### src/rtl/mul_seq_pkg.sv
// Shared constants for the mul_seq shift-and-add controller: ALU control words,
// FSM state encoding and iteration count.
package mul_seq_pkg;

    localparam int DATA_W     = 16;
    localparam int ITER_COUNT = 16;
    localparam int CNT_W      = $clog2(ITER_COUNT);

    localparam logic [CNT_W-1:0] LAST_COUNT = CNT_W'(ITER_COUNT - 1);

    // Control word bit order: ex, nx, ey, ny, f, no
    localparam logic [5:0] ALU_ADD   = 6'b101010;
    localparam logic [5:0] ALU_PASSX = 6'b100100;
    localparam logic [5:0] ALU_ZERO  = 6'b000000;

    typedef enum logic [1:0] {
        IDLE = 2'd0,
        RUN  = 2'd1,
        DONE = 2'd2
    } state_t;

endpackage

### src/rtl/mul_seq.sv
// Sequential 16x16 shift-and-add multiplier controller driving an external ALU.
// Define MUL_SEQ_EARLY_EXIT_EN to stop iterating once the remaining multiplier is zero.
module mul_seq
    import mul_seq_pkg::*;
(
    input  logic              clk,
    input  logic              reset,
    input  logic              start,
    input  logic [DATA_W-1:0] a,
    input  logic [DATA_W-1:0] b,
    output logic              busy,
    output logic              done,
    output logic [DATA_W-1:0] result,
    output logic              z_flag,
    output logic              lt_flag,
    output logic [DATA_W-1:0] alu_X,
    output logic [DATA_W-1:0] alu_Y,
    output logic [5:0]        alu_C,
    output logic              alu_en_bar,
    input  logic [DATA_W-1:0] alu_val
);

    state_t            state_q,  state_d;
    logic [DATA_W-1:0] acc_q,    acc_d;
    logic [DATA_W-1:0] mcand_q,  mcand_d;
    logic [DATA_W-1:0] mplier_q, mplier_d;
    logic [CNT_W-1:0]  count_q,  count_d;
    logic [DATA_W-1:0] result_q, result_d;
    logic              z_q,      z_d;
    logic              lt_q,     lt_d;
    logic              done_q,   done_d;

    always_ff @(posedge clk or posedge reset) begin
        // NOTE: state registers use non-blocking assignment so every flop samples pre-edge values.
        if (reset) begin
            state_q  <= IDLE;
            acc_q    <= '0;
            mcand_q  <= '0;
            mplier_q <= '0;
            count_q  <= '0;
            result_q <= '0;
            z_q      <= 1'b1;
            lt_q     <= 1'b0;
            done_q   <= 1'b0;
        end else begin
            state_q  <= state_d;
            acc_q    <= acc_d;
            mcand_q  <= mcand_d;
            mplier_q <= mplier_d;
            count_q  <= count_d;
            result_q <= result_d;
            z_q      <= z_d;
            lt_q     <= lt_d;
            done_q   <= done_d;
        end
    end

    always_comb begin
        // NOTE: every output of this block gets a default first, so no path can infer a latch.
        state_d  = state_q;
        acc_d    = acc_q;
        mcand_d  = mcand_q;
        mplier_d = mplier_q;
        count_d  = count_q;
        result_d = result_q;
        z_d      = z_q;
        lt_d     = lt_q;
        done_d   = 1'b0;

        case (state_q)
            IDLE: begin
                if (start) begin
                    acc_d    = '0;
                    mcand_d  = a;
                    mplier_d = b;
                    count_d  = '0;
`ifdef MUL_SEQ_EARLY_EXIT_EN
                    state_d  = (b == '0) ? DONE : RUN;
`else
                    state_d  = RUN;
`endif
                end
            end
            RUN: begin
                acc_d    = alu_val;
                mcand_d  = mcand_q << 1;
                mplier_d = mplier_q >> 1;
                count_d  = count_q + 1'b1;
                if (count_q == LAST_COUNT) begin
                    state_d = DONE;
                end
`ifdef MUL_SEQ_EARLY_EXIT_EN
                if (mplier_d == '0) begin
                    state_d = DONE;
                end
`endif
            end
            DONE: begin
                result_d = acc_q;
                z_d      = (acc_q == '0);
                lt_d     = acc_q[DATA_W-1];
                done_d   = 1'b1;
                state_d  = IDLE;
            end
            default: state_d = IDLE;
        endcase
    end

    // The ALU adds the shifted multiplicand only when the current multiplier bit is set.
    always_comb begin
        alu_C = ALU_ZERO;
        if (state_q == RUN) begin
            alu_C = mplier_q[0] ? ALU_ADD : ALU_PASSX;
        end
    end

    assign alu_X      = acc_q;
    assign alu_Y      = mcand_q;
    assign alu_en_bar = 1'b1;
    assign busy       = (state_q != IDLE);
    assign done       = done_q;
    assign result     = result_q;
    assign z_flag     = z_q;
    assign lt_flag    = lt_q;

endmodule
### config.mk
export PLATFORM = sky130hd
export DESIGN_NAME = mul_seq
export DESIGN_NICKNAME = d
export VERILOG_FILES = /design/src/rtl/mul_seq_pkg.sv /design/src/rtl/mul_seq.sv
export SDC_FILE = /design/constraint.sdc
export NUM_CORES = 1
export LEC_CHECK = 0
export ABC_AREA = 1
export CAP_MARGIN = 20
export CORE_ASPECT_RATIO = 1.2
export CORE_UTILIZATION = 45
export DETAILED_ROUTE_END_ITERATION = 16
export GPL_TIMING_DRIVEN = 0
export PLACE_DENSITY = 0.79
export SYNTH_ARGS = -nofsm -noshare
export SYNTH_HDL_FRONTEND = slang
export SYNTH_SLANG_ARGS = --single-unit
### constraint.sdc
create_clock -name clk -period 2.75 [get_ports clk]
set_clock_uncertainty 0.1 [all_clocks]
set_input_delay 0.55 -clock clk [delete_from_list [all_inputs] [get_ports clk]]
set_output_delay 0.55 -clock clk [all_outputs]
set_load 0.05 [all_outputs]
==> metrics.md <==
| Metric | Value |
|---|---|
| Outcome | `complete, no violations` |
| Core area | `roughly 0.007 mm2` |
| Worst Path Required | `2.10 ns` |
| Post-Syn Area | `roughly 0.0032 mm2` |
| Post-CTS setup buffer count | `0` |
| Arrival time at the worst endpoint | `about 2.0 ns` |
| Number of synthesized register bits | `72` |
| VDD IR max | `around 710 uV` |
| Cell Pwr Density | `1240 mW/mm2` |
| Slew Viols, Final | `0` |
| Min Tclk post-route | `2.63 ns` |
| Port bufs | `roughly 110` |
| Yosys Warn Count | `0` |
| Unrepaired setup endpoints after global routing | `false` |
| Ports | `110` |
| Area contributors post-synth | `dfrtp_1, nand2_1, nand3_2` |
| Max Cap Viol | `0` |
| Share of the synthesized area in the top cell type | `0.548` |
| Clk_lat worst skew | `~0.34 ns` |
| CTS resizes | `0` |
| DR WL/cell | `roughly 13 um` |
| Die height | `roughly 95 um` |
| Post-Syn Instances | `between 300 and 400` |
| Final setup fails | `0` |
| Internal power | `0.00309 W` |
| Nets | `522` |
| Antenna diode count | `0` |
| Most frequent cells in the layout | `nand2_1, clkdlybuf4s50_1, dfrtp_1, o21ai_0, nand2_2` |
| Overall global routing resource usage | `0.207` |
| HP Class | `flop to flop` |
| Worst-path fanout max | `5` |
| Ratio of cells with drive above 1 in the final layout | `0.183` |
| Layout area overhead | `43.5%` |
| TritonCTS clock tree | `yes` |
| Hold_buf cts | `0` |
| # rows | `33` |
| Worst setup path class | `flop to output port` |
| Period utilization | `0.958` |
| # fillers | `approximately 550` |
| Non-Filler Instances | `about 560` |
| Vias in the first global route | `2614` |
| Crit end category | `output port` |
| Worst-margin pin slew | `about 0.87 ns` |
| Antenna violations before repair | `0` |
| Starting DRT DRC Count | `approximately 170` |
| Leak Pwr | `roughly 2.3 nW` |
| Routed WL | `7180 um` |
| Final hold vios | `0` |
| P_sw | `0.00267 W` |
| GR Overflow Total | `0` |
| H-tree levels | `3` |
| Syn Area/Cell | `about 9.2 um2` |
| Comb power frac | `0.522` |
| Seq/Total Area, Yosys | `0.556` |
| # clock sinks | `72` |
| Pin count of the biggest net entering global routing | `73` |
| Starting Density | `0.470` |
| DRT Pass-1 Iters | `4` |
| First-pass GRT wire length | `11800 um` |
| # DRC | `0` |
| Hpwl dp | `between 5000 and 6000 um` |
| Slew margin rel. | `0.421` |
| CTS Buffer Depth | `2` |
| Sw Ratio | `0.464` |
| Sequential Power Share | `0.312` |
| Largest area contributor in the netlist | `dfrtp_1` |
| Total placed cells including tap cells | `546` |
| CTS clk-pin slew, worst paths | `roughly 0.08 ns` |
| Overall power | `0.00576 W` |
| Routed Antenna Nets | `0` |
| Leading cell type in the layout, fill and taps excluded | `nand2_1` |
| Placer Congestion | `~0.77` |
| Total number of vias | `2706` |
| Crit start category | `flop` |
| Peak Freq | `between 300 and 400 MHz` |
| CTS buffer count | `9` |
| Chip width | `79.5 um` |
| Library cells used by synthesis | `25` |
| Total die area | `0.00755 mm2` |
| Clock power share | `0.165` |
| DR vias/cell | `~4.8` |
| Root Driver | `clkbuf_8` |
## layer usage
layer	vias up	track usage	part of all wire	routed length (um)
met5	-	0	0	0
met3	10	0.0444	0.057	409
li1	1332	-	-	-
met1	1272	0.255	0.43	3070
met2	92	0.353	0.50	3570
met4	0	0.0803	0.019	134
## per-stage QoR
step,setup TNS (ns),instance area [um2],utilization,setup WS [ns],hold slack [ns]
floorplan,0,3250,-,0.277,0.342
global placement,-60.55,4420,0.641,-0.853,0.358
detailed placement,0,4420,0.641,0.402,0.367
CTS,0,4650,0.674,0.0182,0.380
global route,0,4650,0.675,0.0405,0.406
finish,0,4650,0.675,0.115,0.380
## final cells by class
type	count	area (um2)	share of cell area
Multi-Input combinational cell	237	1180	0.255
Clock buffer	11	151	0.0325
Timing Repair Buffer	106	1070	0.229
Sequential cell	72	1800	0.387
Inverter	24	97.6	0.0210
Tap cell	87	109	0.0234
Clock inverter	5	78.8	0.0169
Buffer	20	164	0.0352
## worst paths after layout
kind	start	to	slack, ns	cells past startpoint
min in group asynchronous	reset	alu_X[6]	0.64	2
max reg2reg	state_q[1]	mplier_q[3]	1.41	6
min	mplier_q[15]	mplier_q[15]	0.38	2
min reg2reg	mplier_q[15]	mplier_q[15]	0.38	2
max	state_q[1]	alu_C[1]	0.12	4
max in group asynchronous	reset	mplier_q[12]	1.33	2
## critical path: stages, from the launching register on
cell             delay (ns)
dfrtp_1                0.41
inv_2                  0.11
nand2_4                0.10
nor2_1                 0.19
clkdlybuf4s50_1        0.84
## cells by family after synthesis
kind of cell | after synthesis | synth area share
AO/OA/AOI/OAI | 36 | 0.0575
adder cells (fa/ha/maj) | 1 | 0.00386
buffers and inverters | 44 | 0.0799
flip-flops | 72 | 0.556
other | 2 | 0.00232
AND/OR/NAND/NOR | 197 | 0.301
## power groups by stage
stage               clock [W]  sequential, W  combinational (W)
finish               0.000952        0.00180            0.00301
global route          0.00102        0.00186            0.00321
CTS                  0.000963        0.00180            0.00304
detailed placement          0        0.00181            0.00304
global placement            0        0.00180            0.00299
floorplan                   0        0.00279            0.00106
## synth_stat cells (all sizes together)
library cell	n
nand2	145
dfrtp	71
o21ai	34
nand3	32
inv	24
buf	19
nor2	18
conb	2
a21oi	1
clkbuf	1
dfstp	1
ha	1
nand4	1
nor3	1
o211ai	1
## state kept, by name, summed over array words and instances, names as in the netlist
signal    flops
count_q       4
z_flag        1
done          1
mplier_q     16
state_q       2
alu_Y        16
alu_X        16
result       16
Power figures use the tool's default switching activity.
==> RTL edit (same flow settings) <==
Re-encode `state_t` (3 states) as one-hot, 3 bits wide.
--- a/src/rtl/mul_seq_pkg.sv
+++ b/src/rtl/mul_seq_pkg.sv
@@ -14,8 +14,8 @@
     localparam logic [5:0] ALU_ZERO  = 6'b000000;
 
-    typedef enum logic [1:0] {
-        IDLE = 2'd0,
-        RUN  = 2'd1,
-        DONE = 2'd2
+    typedef enum logic [2:0] {
+        IDLE = 3'b001,
+        RUN  = 3'b010,
+        DONE = 3'b100
     } state_t;
 
Function: same outputs for any inputs over 10 cycles, from zero or initial values and one cycle with reset high; not proved beyond that.
==> RTL edit against the original RTL <==
- sequential cell count rose by 1
- non-clock buffer count rose by 15
- largest power group unchanged
- area after synthesis rose by 6.8%
- routed wire length rose by 30%
- total power fell by 2.8%
- setup slack improved by 0.076 ns
- global-route usage rose by 4.1 points
- critical path type unchanged
- cell area rose by 5.1%
==> RTL edit: results <==
[run_status]
status = "finished clean"

[finish]
antenna_cells = 0
final_nets = 603
stdcell_count = 646
drive_above_1_share = 0.0899

[hold_path]
hold_path_end = "z_flag$_DFFE_PP1P_"
holdPathStages = 2
min_from = "z_flag$_DFFE_PP1P_"
min_path_type = "reg -> reg"

[clock_tree]
cts-root-buf = "clkbuf_8"
h-tree-depth = 3
cts_buffers = 9
clk_pin_slew_worst_paths_ns = 0.08
cts_buffer_depth = 2
clock_latency_ns = 0.35

[worst_setup_path]
crit_fanout = 10
r2r-end = "alu_X[9]$_DFFE_PP0P_"
regToRegSetupSlack_ns = 1.10
worstPathArrival_ns = 1.91
r2r_cells = 4
critPathLaunch = "state_q[2]$_DFFE_PP0P_"
r2r-start = "state_q[0]$_DFFE_PP1P_"

[detailed_routing]
dr_total_vias = 3377
routed_wl_microns = 9330
drt_iter0_markers = 255
first_pass_iters = 5

[logic_synthesis]
ys_top_cells_by_count = "nand2_1 (164), dfrtp_1 (71), nand3_1 (36)"
ys_seq_area_frac = 0.528
netlist_top_cells_area = "dfrtp_1 (51%), nand2_1 (18%), nand4_1 (5.8%)"
synthCells = 434
yosysUniqueCellTypes = 22
yosys_warnings = 0
synth_ff_type = "dfrtp_1"
async_reset_ff_frac = 1.00

[grt]
grt_start_max_net_pins = 74
grt_pass1_wl_microns = 15300
grt_pass1_vias = 3193
grt_usage = 0.248
antenna_found_initial = 0

[timing]
worst_slew_pin_slew_ns = 0.887

[placement]
dp_hpwl_microns = 6490
dp_slack_ns = 0.0831
place_congestion = 0.807
place.port_buffers = 106
placed_cells = 631
place_area_sq_um = 4640

[power_and_ir_drop]
leakage_nw = 2.41
ir_drop_mv = 0.871
==> RTL edit: changes by cell type after synthesis, sizes merged <==
| cell | before | now |
|---|---|---|
| nand2 | 145 | 165 |
| nand3 | 32 | 37 |
| nand4 | 1 | 33 |
| inv | 24 | 33 |
| a21oi | 1 | 0 |
| clkbuf | 1 | 11 |
| o21ai | 34 | 39 |
| o211ai | 1 | 0 |
| buf | 19 | 25 |
| dfstp | 1 | 2 |
| or2 | 0 | 1 |
| nor2 | 18 | 13 |
==> RTL edit: power by group <==
group	internal [mW]	total (mW)	switching, mW
logic	0.898	2.79	1.89
registers	1.44	1.72	0.275
clock network	0.692	1.09	0.397
==> RTL edit: logic make-up after synthesis <==
kind of cell / share of synthesized area
flip-flops: 0.528
buffers and inverters: 0.0935
adder cells (fa/ha/maj): 0.00361
AO/OA/AOI/OAI: 0.0563
other: 0.00217
AND/OR/NAND/NOR: 0.316
==> RTL edit: how the worst max path moves through the flow <==
stage	slack, ns	endpoint
final	0.19	busy
after global routing	0.06	busy
after CTS	0.08	alu_C[3]
after detailed placement	0.08	alu_C[5]
after global placement	-0.94	mplier_q[5]$_DFFE_PP0P_
after floorplan	0.19	alu_C[3]
==> RTL edit: cell type report <==
cell class	count	area (sq um)
fill	610	2470
clock buffer	10	128
tap	90	113
buffer	35	195
clock inverter	6	130
inverter	33	126
multi-input combinational	293	1320
timing repair buffer	106	1060
sequential	73	1830
==> RTL edit: timing repair <==
action                                  4_1_cts  5_1_grt
resized for setup                             8        0
setup buffers                                 0        0
endpoints found under the setup margin        5        2
==> RTL edit: worst max-delay path: stages, from the launching register on <==
cell and delay, ns:
dfrtp_1 0.37, inv_2 0.15, buf_1 0.41, nand3_1 0.18
dlygate4sd2_1 0.46
==> RTL edit: routing by layer <==
layer / vias to the layer above / global-route usage / wire length, microns
met2: 132 / 0.399 / 4650
met4: 0 / 0.0985 / 199
met3: 17 / 0.0336 / 530
met5: - / 0 / 0
li1: 1624 / - / -
met1: 1604 / 0.335 / 3950
==> RTL edit: per-stage QoR <==
step                hold WS, ns  total power [mW]
global route              0.401              5.94
finish                    0.374              5.59
detailed placement        0.360              4.52
floorplan                 0.376              3.60
CTS                       0.374              5.61
global placement          0.357              4.44
